### src/rtl/imsic_msi_sched_if.sv
// Requester-side MSI bus for imsic_msi_sched.
//   req_vld   per-requester MSI valid
//   req_info  requester i info word at [i*MSI_INFO_WIDTH +: MSI_INFO_WIDTH]
//   req_rdy   one-hot grant; a word is accepted when req_vld[i] & req_rdy[i]
// master: the requesters; slave: the scheduler.
interface imsic_msi_sched_if #(
   parameter int NR_REQ         = 2,
   parameter int MSI_INFO_WIDTH = 17
);
   logic [NR_REQ-1:0]                req_vld;
   logic [NR_REQ*MSI_INFO_WIDTH-1:0] req_info;
   logic [NR_REQ-1:0]                req_rdy;

   modport master (output req_vld, output req_info, input req_rdy);
   modport slave  (input req_vld, input req_info, output req_rdy);
endinterface

### src/rtl/imsic_msi_sched.sv
// Round-robin arbiter and pulse sequencer delivering MSI info words into the
// IMSIC CSR gate. Words from NR_REQ requesters are buffered in a shared FIFO
// and presented one at a time as o_msi_info with a fixed-length high/low pulse
// on o_msi_info_vld; the gate captures info on the falling edge of vld.
// Ports:
//   clk, rstn       clock, asynchronous active-low reset
//   req_bus         requester handshake (imsic_msi_sched_if.slave)
//   o_msi_info      info word to the gate, changes only when a word is popped
//   o_msi_info_vld  registered pulse to the gate
//   fifo_cnt        current FIFO occupancy
//   busy            sequencer active or FIFO non-empty
module imsic_msi_sched #(
   parameter int NR_REQ         = 2,
   parameter int MSI_INFO_WIDTH = 17,
   parameter int FIFO_DEPTH     = 4,
   parameter int VLD_HIGH_CYC   = 4,
   parameter int VLD_LOW_CYC    = 4
) (
   input  logic                              clk,
   input  logic                              rstn,
   imsic_msi_sched_if.slave                  req_bus,
   output logic [MSI_INFO_WIDTH-1:0]         o_msi_info,
   output logic                              o_msi_info_vld,
   output logic [$clog2(FIFO_DEPTH+1)-1:0]   fifo_cnt,
   output logic                              busy
);

   localparam int          CW     = $clog2(FIFO_DEPTH + 1);
   localparam int          AW     = $clog2(FIFO_DEPTH);
   localparam int          PW     = (NR_REQ > 1) ? $clog2(NR_REQ) : 1;
   localparam int          PH_MAX = (VLD_HIGH_CYC > VLD_LOW_CYC) ? VLD_HIGH_CYC : VLD_LOW_CYC;
   localparam int          TW     = $clog2(PH_MAX + 1);
   localparam int unsigned NR_U   = NR_REQ;

   localparam logic [1:0] S_IDLE  = 2'd0;
   localparam logic [1:0] S_SETUP = 2'd1;
   localparam logic [1:0] S_HIGH  = 2'd2;
   localparam logic [1:0] S_LOW   = 2'd3;

   logic [MSI_INFO_WIDTH-1:0] mem_q [FIFO_DEPTH];
   logic [AW-1:0]             wr_ptr_q, rd_ptr_q;
   logic [CW-1:0]             cnt_q, cnt_d;
   logic [PW-1:0]             ptr_q, ptr_d;
   logic [1:0]                state_q, state_d;
   logic [TW-1:0]             tmr_q, tmr_d;
   logic                      vld_q, vld_d;
   logic [MSI_INFO_WIDTH-1:0] info_q, info_d;

   logic [NR_REQ-1:0]         gnt;
   logic [PW-1:0]             gnt_idx;
   logic                      found;
   int unsigned               arb_idx;
   logic                      full, accept, pop;

   assign full   = (cnt_q == CW'(FIFO_DEPTH));
   assign pop    = (state_q == S_IDLE) && (cnt_q != '0);
   assign accept = |gnt;

   // Search upward from the last granted index; at most one grant per cycle.
   always_comb begin
      gnt     = '0;
      gnt_idx = ptr_q;
      found   = 1'b0;
      arb_idx = 0;
      if (!full) begin
         for (int unsigned off = 1; off <= NR_U; off++) begin
            arb_idx = (32'(ptr_q) + off) % NR_U;
            if (!found && req_bus.req_vld[PW'(arb_idx)]) begin
               found              = 1'b1;
               gnt[PW'(arb_idx)]  = 1'b1;
               gnt_idx            = PW'(arb_idx);
            end
         end
      end
   end

   assign req_bus.req_rdy = gnt;
   assign ptr_d           = accept ? gnt_idx : ptr_q;

   always_comb begin
      cnt_d = cnt_q;
      case ({accept, pop})
         2'b10:   cnt_d = cnt_q + 1'b1;
         2'b01:   cnt_d = cnt_q - 1'b1;
         default: cnt_d = cnt_q;
      endcase
   end

   // Storage is not reset; emptiness is tracked by cnt_q/pointers alone.
   always_ff @(posedge clk) begin
      if (accept) mem_q[wr_ptr_q] <= req_bus.req_info[32'(gnt_idx)*MSI_INFO_WIDTH +: MSI_INFO_WIDTH];
   end

   always_ff @(posedge clk or negedge rstn) begin
      if (!rstn) begin
         wr_ptr_q <= '0;
         rd_ptr_q <= '0;
         cnt_q    <= '0;
         ptr_q    <= PW'(NR_REQ - 1);
      end else begin
         if (accept) wr_ptr_q <= wr_ptr_q + 1'b1;
         if (pop)    rd_ptr_q <= rd_ptr_q + 1'b1;
         cnt_q <= cnt_d;
         ptr_q <= ptr_d;
      end
   end

   // vld is registered: it is set on the SETUP->HIGH edge and cleared on HIGH->LOW.
   always_comb begin
      state_d = state_q;
      tmr_d   = tmr_q;
      vld_d   = vld_q;
      info_d  = info_q;
      case (state_q)
         S_IDLE: begin
            vld_d = 1'b0;
            if (cnt_q != '0) begin
               info_d  = mem_q[rd_ptr_q];
               state_d = S_SETUP;
            end
         end
         S_SETUP: begin
            tmr_d   = TW'(VLD_HIGH_CYC - 1);
            vld_d   = 1'b1;
            state_d = S_HIGH;
         end
         S_HIGH: begin
            if (tmr_q == '0) begin
               tmr_d   = TW'(VLD_LOW_CYC - 1);
               vld_d   = 1'b0;
               state_d = S_LOW;
            end else begin
               tmr_d = tmr_q - 1'b1;
            end
         end
         S_LOW: begin
            if (tmr_q == '0) state_d = S_IDLE;
            else             tmr_d   = tmr_q - 1'b1;
         end
         default: begin
            vld_d   = 1'b0;
            state_d = S_IDLE;
         end
      endcase
   end

   always_ff @(posedge clk or negedge rstn) begin
      if (!rstn) begin
         state_q <= S_IDLE;
         tmr_q   <= '0;
         vld_q   <= 1'b0;
         info_q  <= '0;
      end else begin
         state_q <= state_d;
         tmr_q   <= tmr_d;
         vld_q   <= vld_d;
         info_q  <= info_d;
      end
   end

   assign o_msi_info     = info_q;
   assign o_msi_info_vld = vld_q;
   assign fifo_cnt       = cnt_q;
   assign busy           = (state_q != S_IDLE) || (cnt_q != '0);

endmodule

### src/flat_wrapper.sv
// flat-port wrapper written by rule: the top's interface ports become plain ports
module imsic_msi_sched_flat 
#(
   parameter int NR_REQ         = 2,
   parameter int MSI_INFO_WIDTH = 17,
   parameter int FIFO_DEPTH     = 4,
   parameter int VLD_HIGH_CYC   = 4,
   parameter int VLD_LOW_CYC    = 4
)
  (clk, rstn, o_msi_info, o_msi_info_vld, fifo_cnt, busy, req_bus_req_vld, req_bus_req_info, req_bus_req_rdy);
  imsic_msi_sched_if #(.NR_REQ(NR_REQ), .MSI_INFO_WIDTH(MSI_INFO_WIDTH)) req_bus_i ();
  input  logic clk;
  input  logic rstn;
  output logic [MSI_INFO_WIDTH-1:0] o_msi_info;
  output logic o_msi_info_vld;
  output logic [$clog2(FIFO_DEPTH+1)-1:0] fifo_cnt;
  output logic busy;
  input wire logic [$bits(req_bus_i.req_vld)-1:0] req_bus_req_vld;
  input wire logic [$bits(req_bus_i.req_info)-1:0] req_bus_req_info;
  output wire logic [$bits(req_bus_i.req_rdy)-1:0] req_bus_req_rdy;
  assign req_bus_i.req_vld = req_bus_req_vld;
  assign req_bus_i.req_info = req_bus_req_info;
  assign req_bus_req_rdy = req_bus_i.req_rdy;
  imsic_msi_sched #(.NR_REQ(NR_REQ), .MSI_INFO_WIDTH(MSI_INFO_WIDTH), .FIFO_DEPTH(FIFO_DEPTH), .VLD_HIGH_CYC(VLD_HIGH_CYC), .VLD_LOW_CYC(VLD_LOW_CYC)) u_core (.clk(clk), .rstn(rstn), .req_bus(req_bus_i), .o_msi_info(o_msi_info), .o_msi_info_vld(o_msi_info_vld), .fifo_cnt(fifo_cnt), .busy(busy));
endmodule
### config.mk
export PLATFORM = sky130hd
export DESIGN_NAME = imsic_msi_sched_flat
export DESIGN_NICKNAME = d
export VERILOG_FILES = /design/src/rtl/imsic_msi_sched_if.sv /design/src/rtl/imsic_msi_sched.sv /design/src/flat_wrapper.sv
export SDC_FILE = /design/constraint.sdc
export NUM_CORES = 1
export LEC_CHECK = 0
export CAP_MARGIN = 15
export CORE_AREA = 5 5 83 123
export CTS_CLUSTER_DIAMETER = 80
export DETAILED_ROUTE_END_ITERATION = 10
export DIE_AREA = 0 0 88 128
export PLACE_DENSITY = 0.71
export SYNTH_ARGS = -nofsm -noshare
export SYNTH_HDL_FRONTEND = slang
export SYNTH_SLANG_ARGS = --single-unit
### constraint.sdc
create_clock -name clk -period 5.3 [get_ports clk]
set_clock_uncertainty 0.05 [all_clocks]
set_input_delay 1.06 -clock clk [delete_from_list [all_inputs] [get_ports clk]]
set_output_delay 1.06 -clock clk [all_outputs]
set_load 0.05 [all_outputs]
==> results of run 1 <==
## cells in the mapped netlist, drive strengths merged
library cell  number
edfxtp            68
nand2             54
dfrtp             30
mux2              20
mux4              17
ha                13
inv               12
a21oi              5
nor2               5
and2               4
buf                4
clkbuf             4
xnor2              4
nor2b              3
o21ai              3
o31ai              2
or3b               2
xor2               2
a211o              1
a211oi             1
a221oi             1
a22oi              1
a2bb2oi            1
and4bb             1
clkinv             1
dfstp              1
fa                 1
nand2b             1
nor3               1
nor3b              1
o21a               1
or4b               1
## worst max-delay path: cells and delay by family
kind	cells	cell delay, ps
buf+inv	2	1270
simple gates	2	380
## final timing paths
kind	from	endpoint	slack, ps	depth (start not counted)
max	req_bus_req_vld[1]	req_bus_req_rdy[0]	1470	4
min in group asynchronous	rstn	u_core.o_msi_info[6]	1080	2
min reg2reg	u_core.o_msi_info[6]	u_core.o_msi_info[6]	430	2
max reg2reg	u_core.fifo_cnt[1]	u_core.fifo_cnt[2]	1760	8
min	u_core.o_msi_info[6]	u_core.o_msi_info[6]	430	2
max in group asynchronous	rstn	u_core.ptr_q	3780	2
## logic make-up after synthesis
logic type | count (synthesis) | share of synthesized area (%)
flip-flops | 99 | 67.0
AND/OR/NAND/NOR | 73 | 7.77
multiplexers | 37 | 14.5
buffers and inverters | 21 | 2.14
AO/OA/AOI/OAI | 16 | 3.01
adder cells (fa/ha/maj) | 14 | 4.34
XOR/XNOR | 6 | 1.25
## report_power, final
group / internal, mW / switching (mW)
logic: 0.593 / 0.860
registers: 1.21 / 0.174
clock network: 0.377 / 0.267
total: 2.18 / 1.30
## metal layers
metal  GRT usage, %  up-vias
li1               -     1105
met3           2.38       12
met5              0        -
met2           26.9       42
met4           7.32        0
met1           18.0     1182
## flip-flops by register name, summed over array words and instances (netlist names)
signal / cells
u_core.rd_ptr_q: 2
u_core.o_msi_info: 17
u_core.mem_q: 68
u_core.o_msi_info_vld: 1
u_core.tmr_q: 3
u_core.state_q: 2
u_core.fifo_cnt: 3
u_core.ptr_q: 1
u_core.wr_ptr_q: 2
## final cells by class
class | instances | area (um2)
clock inverters | 5 | 53.8
inverters | 13 | 48.8
clock buffers | 11 | 243
well taps | 112 | 140
flip-flops and latches | 99 | 2820
repair buffers | 63 | 626
fillers | 709 | 3860
multi-input cells | 146 | 1310
## metrics by stage
stage | setup slack (ps) | hold WS, ps
final | 1470 | 427
after global routing | 1420 | 461
after CTS | 1470 | 428
after detailed placement | 1480 | 411
after global placement | 1500 | 410
after floorplan | 1800 | 455
==> impl_metrics.tcl, run 1 <==
set metrics [dict create \
    rsz0062_at_grt "false" \
    grt_max_degree 32 \
    die_x_um 88 \
    final_cell_mix "edfxtp_1, clkdlybuf4s50_1, nand2_1, dfrtp_1, mux2_2" \
    wl_met3_um 248 \
    drv_cap 0 \
    yosysSeqAreaShare_pct 67.0 \
    synthDistinctLibCells 35 \
    clockBufferDepth 2 \
    synth_cells 266 \
    htreeDepth 3 \
    cp-start-kind "input pin" \
    routed_via_density 5.21 \
    grt_antenna_before_repair 0 \
    dieArea_um2 11300 \
    finalHoldViolCount 0 \
    critPathMostFrequentCell "clkdlybuf4s50_1" \
    root_buffer "clkbuf_16" \
    place_congestion 0.719 \
    p_leak_nw 2.01 \
    finalPower_mw 3.48 \
    synth_fp_nets 318 \
    dp_hpwl_mm 5.22 \
    routed.top_layer "met4" \
    cts_tree "built" \
    drive_gt1_share_pct 18.1 \
    diodes 0 \
    start_util_pct 46.3 \
    cp_max_fo 3 \
    fmax_mhz 261 \
    worst_pin_slew_ps 1080 \
    maxSlewHeadroom_pct 28.3 \
    clock_latency_ps 340 \
    dr.first_iter.drc_count 125 \
    cts_setup_buffers 0 \
    pwr_density_cell_nw_per_um2 665 \
    fin_crit_ps 3830 \
    ys_ff_latch 99 \
    rows 43 \
    outcome "complete, no violations" \
    crit_type "input pin to output pin" \
    hp-class "flip-flop to flip-flop" \
    ctsResizeCount 0 \
    avgSynthCellArea_um2 15.8 \
    fin_cells 449 \
    die_y_um 128 \
    synth_warnings 0 \
    io_pins 62 \
    syn_area_um2 4210 \
    finalInstanceArea_um2 5240 \
    path_cells "clkdlybuf4s50_1 -> nor2b_1 -> nor3b_1 -> clkdlybuf4s50_1" \
    post-route-period-util_pct 72.2 \
    final_common_cell "edfxtp_1" \
    wl_met2_mm 4.40 \
    core_um2 9090 \
    drt-met1-wl_mm 3.23 \
    finalNetCount 384 \
    cp_slowest_stage_delay_ps 830 \
    numPortBuffers 61 \
    crit_path_end_kind "output pin" \
    dpl_cell_area_um2 4940 \
    clk_pin_slew_ps 60 \
    arrival_ps 2720 \
    drc 0 \
    peakVddDrop_v 0.000322 \
    yosys.area.top_type "edfxtp_1" \
    firstDrtPassIters 4 \
    ant_nets 0 \
    worstPathRequired_ps 4190 \
    overflow 0 \
    holdBufCountCts 0 \
    netlist.area_leader.share_pct 48.6 \
    syn_to_final_growth_pct 24.5 \
    cts_buffers 9 \
    finalSetupViolations 0 \
    dpl.cell_count 433 \
    tns_ps 0 \
    first_global_vias 2539 \
    via_count 2341 \
    drt-total-wl_mm 8.06 \
    slew_viol_final 0 \
    crit_slowest_cell "clkdlybuf4s50_1" \
    clkSinkCount 99 \
    synthTopCellsByArea "edfxtp_1, dfrtp_1, mux4_2, mux2_2, nand2_1" \
    utilization_pct 57.6 \
    grt_pass1_wl_mm 12.6 \
    grt_util_all_layers_pct 15.3 \
    wl_per_cell_um 18.0 \
]
No activity file was read; power rests on OpenSTA's default activity.
==> run 2: changes to the inputs <==
PLACE_DENSITY = 0.73   (was 0.71)
clock period = 3.35 ns   (was 5.3 ns; I/O delays follow)
==> run 2 against run 1 <==
  * Setup slack got worse by 1300 ps
  * Core utilization rose by 0.69 points
  * Power rose by 61%
  * Sequential share of layout area fell by 0.64 points
  * Via count rose by 0.68%
  * First-iteration DRC count fell by 16%
  * Critical path depth did not move
  * Die area did not move
==> impl_metrics.tcl, run 2 (same netlist as run 1, synthesis figures left out) <==
set metrics [dict create \
    first_global_vias 2552 \
    post-route-period-util_pct 95.9 \
    switchingPower_mw 2.06 \
    multi_input_area_um2 1310 \
    hp-class "flip-flop to flip-flop" \
    seqCellArea_um2 2820 \
    hold_depth 2 \
    dp_hpwl_mm 5.12 \
    slew_viol_final 0 \
    numPortBuffers 61 \
    cp-start-kind "flip-flop" \
    place_ws_ps 484 \
    drc 0 \
    p_sw_share_pct 36.8 \
    worstPathRequired_ps 2630 \
    fill_cells 706 \
    pwr_density_cell_nw_per_um2 1060 \
    rrSetupSlack_ps 650 \
    fmax_mhz 311 \
    routed_via_density 5.18 \
    worst_pin_slew_ps 913 \
    arrival_ps 2490 \
    min_to "u_core.o_msi_info[11]" \
    ant_nets 0 \
    p_leak_nw 2.05 \
    place_congestion 0.731 \
    cts_tree "built" \
    finalSetupViolations 0 \
    clk_pin_slew_ps 60 \
    ctsResizeCount 0 \
    p_int_mw 3.54 \
    grt_pass1_wl_mm 12.8 \
    peakVddDrop_v 0.000556 \
    maxSlewHeadroom_pct 39.1 \
    syn_to_final_growth_pct 26.0 \
    rr_endpoint "u_core.fifo_cnt[2]" \
    drt-total-wl_mm 7.79 \
    die_x_um 88 \
    dr.first_iter.drc_count 105 \
    utilization_pct 58.3 \
    io_pins 62 \
    outcome "complete, no violations" \
    cts_buffers 9 \
    holdBufCountCts 0 \
    grt_antenna_before_repair 0 \
    grt_util_all_layers_pct 15.4 \
    wl_per_cell_um 17.1 \
    diodes 0 \
    via_count 2357 \
    cts_setup_buffers 0 \
    drv_cap 0 \
    rsz0062_at_grt "false" \
    power_frac_clock_pct 19.2 \
    min_from "u_core.o_msi_info[11]" \
    finalWorstSetupSlack_ps 136 \
    tns_ps 0 \
    fin_crit_ps 3210 \
    rr_startpoint "u_core.fifo_cnt[1]" \
    clkSinkCount 99 \
    crit_path_end_kind "output pin" \
    rows 43 \
    finalHoldViolCount 0 \
    drive_gt1_share_pct 20.1 \
    clockBufferDepth 2 \
    power_frac_comb_pct 41.9 \
    finalNetCount 390 \
    largest_reg_flops 68 \
    core_um2 9090 \
    overflow 0 \
    final_common_cell "edfxtp_1" \
    final_cell_mix "edfxtp_1, clkdlybuf4s50_1, nand2_1, dfrtp_1, mux2_2" \
    start_util_pct 46.3 \
    top_register "u_core.mem_q" \
    dieArea_um2 11300 \
    cp_max_fo 4 \
    root_buffer "clkbuf_16" \
    seq_power_share_pct 38.9 \
    crit_type "flip-flop to output pin" \
    clock_latency_ps 330 \
    die_y_um 128 \
    htreeDepth 3 \
    grt_max_degree 32 \
    firstDrtPassIters 4 \
    r2r_cells 9 \
]
run 2: area by class of cell:
class,count,area share (%)
multi-input combinational,146,24.6
inverter,13,0.921
sequential,99,53.2
timing repair buffer,69,12.6
clock inverter,7,1.72
tap,112,2.65
clock buffer,9,4.25
run 2: power groups by stage:
stage,logic [mW],registers [mW],clock network (mW)
5_1_grt,2.57,2.24,1.15
2_1_floorplan,1.32,2.51,0
3_3_place_gp,2.33,2.18,0
4_1_cts,2.40,2.19,1.10
3_5_place_dp,2.38,2.20,0
6_report,2.34,2.18,1.08
run 2: worst max-delay path by stage:
stage	startpoint	endpoint	slack, ps	cells past startpoint
floorplan	u_core.fifo_cnt[0]	req_bus_req_rdy[0]	510	2
global placement	req_bus_req_vld[1]	req_bus_req_rdy[1]	510	4
detailed placement	u_core.state_q[0]	busy	480	4
CTS	u_core.state_q[0]	busy	120	4
global route	u_core.state_q[0]	busy	50	4
finish	u_core.state_q[0]	busy	140	4
run 2: per-layer routing:
metal	routed length (um)	share of wire [%]	GRT usage (%)	up-vias
met5	0	0	0	-
met4	136	1.7	5.78	0
met3	330	4.2	3.28	10
met2	4350	56	27.5	54
met1	2970	38	17.7	1185
li1	-	-	-	1108
run 2: critical path, stage by stage (launching register included):
cell	delay, ps
dfrtp_1	420
inv_1	130
ha_1	220
or4b_2	650
clkdlybuf4s50_1	740
run 2: per-stage QoR:
step,area [um2],power [mW],cells,hold slack [ps]
final,5300,5.60,455,422
after global routing,5300,5.96,455,448
after CTS,5300,5.68,455,428
after detailed placement,4980,4.58,439,412
after global placement,4980,4.50,439,411
after floorplan,4210,3.82,266,324
==> run 3: changes to the inputs <==
ABC_AREA = 0   (was not set)
CORE_AREA = 2 2 80 120   (was 5 5 83 123)
DIE_AREA = 0 0 82 122   (was 0 0 88 128)
TNS_END_PERCENT = 10   (was not set)
==> run 3 against run 2 <==
  * Die area fell by 11%
  * First-iteration DRC count rose by 56%
  * Critical path depth did not move
  * Final area fell by 0.33%
  * Highest routed layer unchanged
  * Critical path type unchanged
  * Sequential share of layout area rose by 0.18 points
  * Via count rose by 1.5%
  * Clock power barely moved
  * Largest cell class unchanged
  * Setup slack improved by 2.7 ps
  * Non-clock buffer count fell by 1
==> impl_metrics.tcl, run 3 (same netlist as run 1, synthesis figures left out) <==
set metrics [dict create \
    outcome "complete, no violations" \
    tns_ps 0 \
    grt_pass1_wl_mm 12.4 \
    place_congestion 0.716 \
    fill_cells 744 \
    cts_setup_buffers 0 \
    clock_latency_ps 340 \
    finalHoldViolCount 0 \
    clk_pin_slew_ps 60 \
    seqCellArea_um2 2820 \
    die_x_um 82 \
    cts_tree "built" \
    diodes 0 \
    core_um2 9040 \
    drive_gt1_share_pct 19.3 \
    worstPathRequired_ps 2630 \
    p_leak_nw 2.04 \
    overflow 0 \
    multi_input_area_um2 1310 \
    utilization_pct 58.4 \
    place_ws_ps 459 \
    die_y_um 122 \
    wl_per_cell_um 17.3 \
    root_buffer "clkbuf_16" \
    crit_type "flip-flop to output pin" \
    critPathTopFamily "buffers and inverters" \
    dieArea_um2 10000 \
    drt-total-wl_mm 7.87 \
    first_global_vias 2457 \
    drc 0 \
    top_register "u_core.mem_q" \
    via_count 2392 \
    cp-start-kind "flip-flop" \
    ant_nets 0 \
    cts_buffers 9 \
    fmax_mhz 311 \
    cp_max_fo 4 \
    finalSetupViolations 0 \
    grt_antenna_before_repair 0 \
    io_pins 62 \
    pwr_density_cell_nw_per_um2 1060 \
    rsz0062_at_grt "false" \
    finalNetCount 389 \
    holdBufCountCts 0 \
    final_common_cell "edfxtp_1" \
    finalInstanceArea_um2 5280 \
    peakVddDrop_v 0.000611 \
    worst_pin_slew_ps 1020 \
    rows 43 \
    grt_max_degree 32 \
    hp-class "input pin to async pin" \
    clockBufferDepth 2 \
    finalPower_mw 5.60 \
    firstDrtPassIters 4 \
    finalWorstSetupSlack_ps 139 \
    largest_reg_flops 68 \
    routed_via_density 5.27 \
    fin_crit_ps 3210 \
    crit_slowest_cell "clkdlybuf4s50_1" \
    crit_buf_inv 2 \
    htreeDepth 3 \
    post-route-period-util_pct 95.9 \
    numPortBuffers 61 \
    ctsResizeCount 0 \
    dpl_cell_area_um2 4970 \
    clkSinkCount 99 \
    dr.first_iter.drc_count 164 \
    arrival_ps 2490 \
    grt_util_all_layers_pct 17.5 \
    fin_hold_ws_ps 355 \
    maxSlewHeadroom_pct 31.8 \
    start_util_pct 46.5 \
    path_cells "inv_1 -> ha_1 -> or4b_2 -> clkdlybuf4s50_1" \
    dp_hpwl_mm 5.23 \
    dpl.cell_count 438 \
    final_cell_mix "edfxtp_1, clkdlybuf4s50_1, nand2_1, dfrtp_1, mux2_2" \
    fin_cells 454 \
    crit_path_end_kind "output pin" \
    syn_to_final_growth_pct 25.6 \
    cp_slowest_stage_delay_ps 740 \
    slew_viol_final 0 \
    drv_cap 0 \
]
## run 3: cell count changes in the layout (fill, tap and decap cells not counted)
| cell | change |
|---|---|
| clkinv_1 | +1 |
| buf_4 | -1 |
| clkbuf_1 | +2 |
| inv_6 | -1 |
| clkinvlp_4 | +1 |
| buf_2 | +1 |
| clkdlybuf4s50_1 | -1 |
| clkinv_2 | -3 |
## run 3: power by group
group,internal (mW),total (mW),switching [mW]
combinational,0.978,2.35,1.37
clock,0.652,1.08,0.424
sequential,1.91,2.17,0.268
## run 3: path summary, 6_finish.rpt
| path | endpoint | startpoint | slack (ps) | cells after the start |
|---|---|---|---|---|
| setup / recovery | busy | u_core.state_q[0] | 140 | 4 |
| hold / removal | u_core.fifo_cnt[0] | rstn | 360 | 1 |
| setup reg to reg | u_core.fifo_cnt[2] | u_core.fifo_cnt[1] | 670 | 8 |
| hold reg to reg | u_core.o_msi_info[12] | u_core.o_msi_info[12] | 420 | 2 |
| max in group asynchronous | u_core.o_msi_info[10] | rstn | 2400 | 1 |
| min in group clk | u_core.o_msi_info[12] | u_core.o_msi_info[12] | 420 | 2 |
## run 3: routing by layer
layer	GRT usage [%]	wire, um
met3	3.41	253
met1	20.2	3170
met5	0	0
met2	30.8	4300
met4	7.50	145
## run 3: area by class of cell
type                       count  area share, %
clock buffer                  11           4.41
sequential                    99           53.4
timing repair buffer          68           12.4
tap                          112           2.65
clock inverter                 5           1.49
inverter                      13          0.924
multi-input combinational    146           24.7
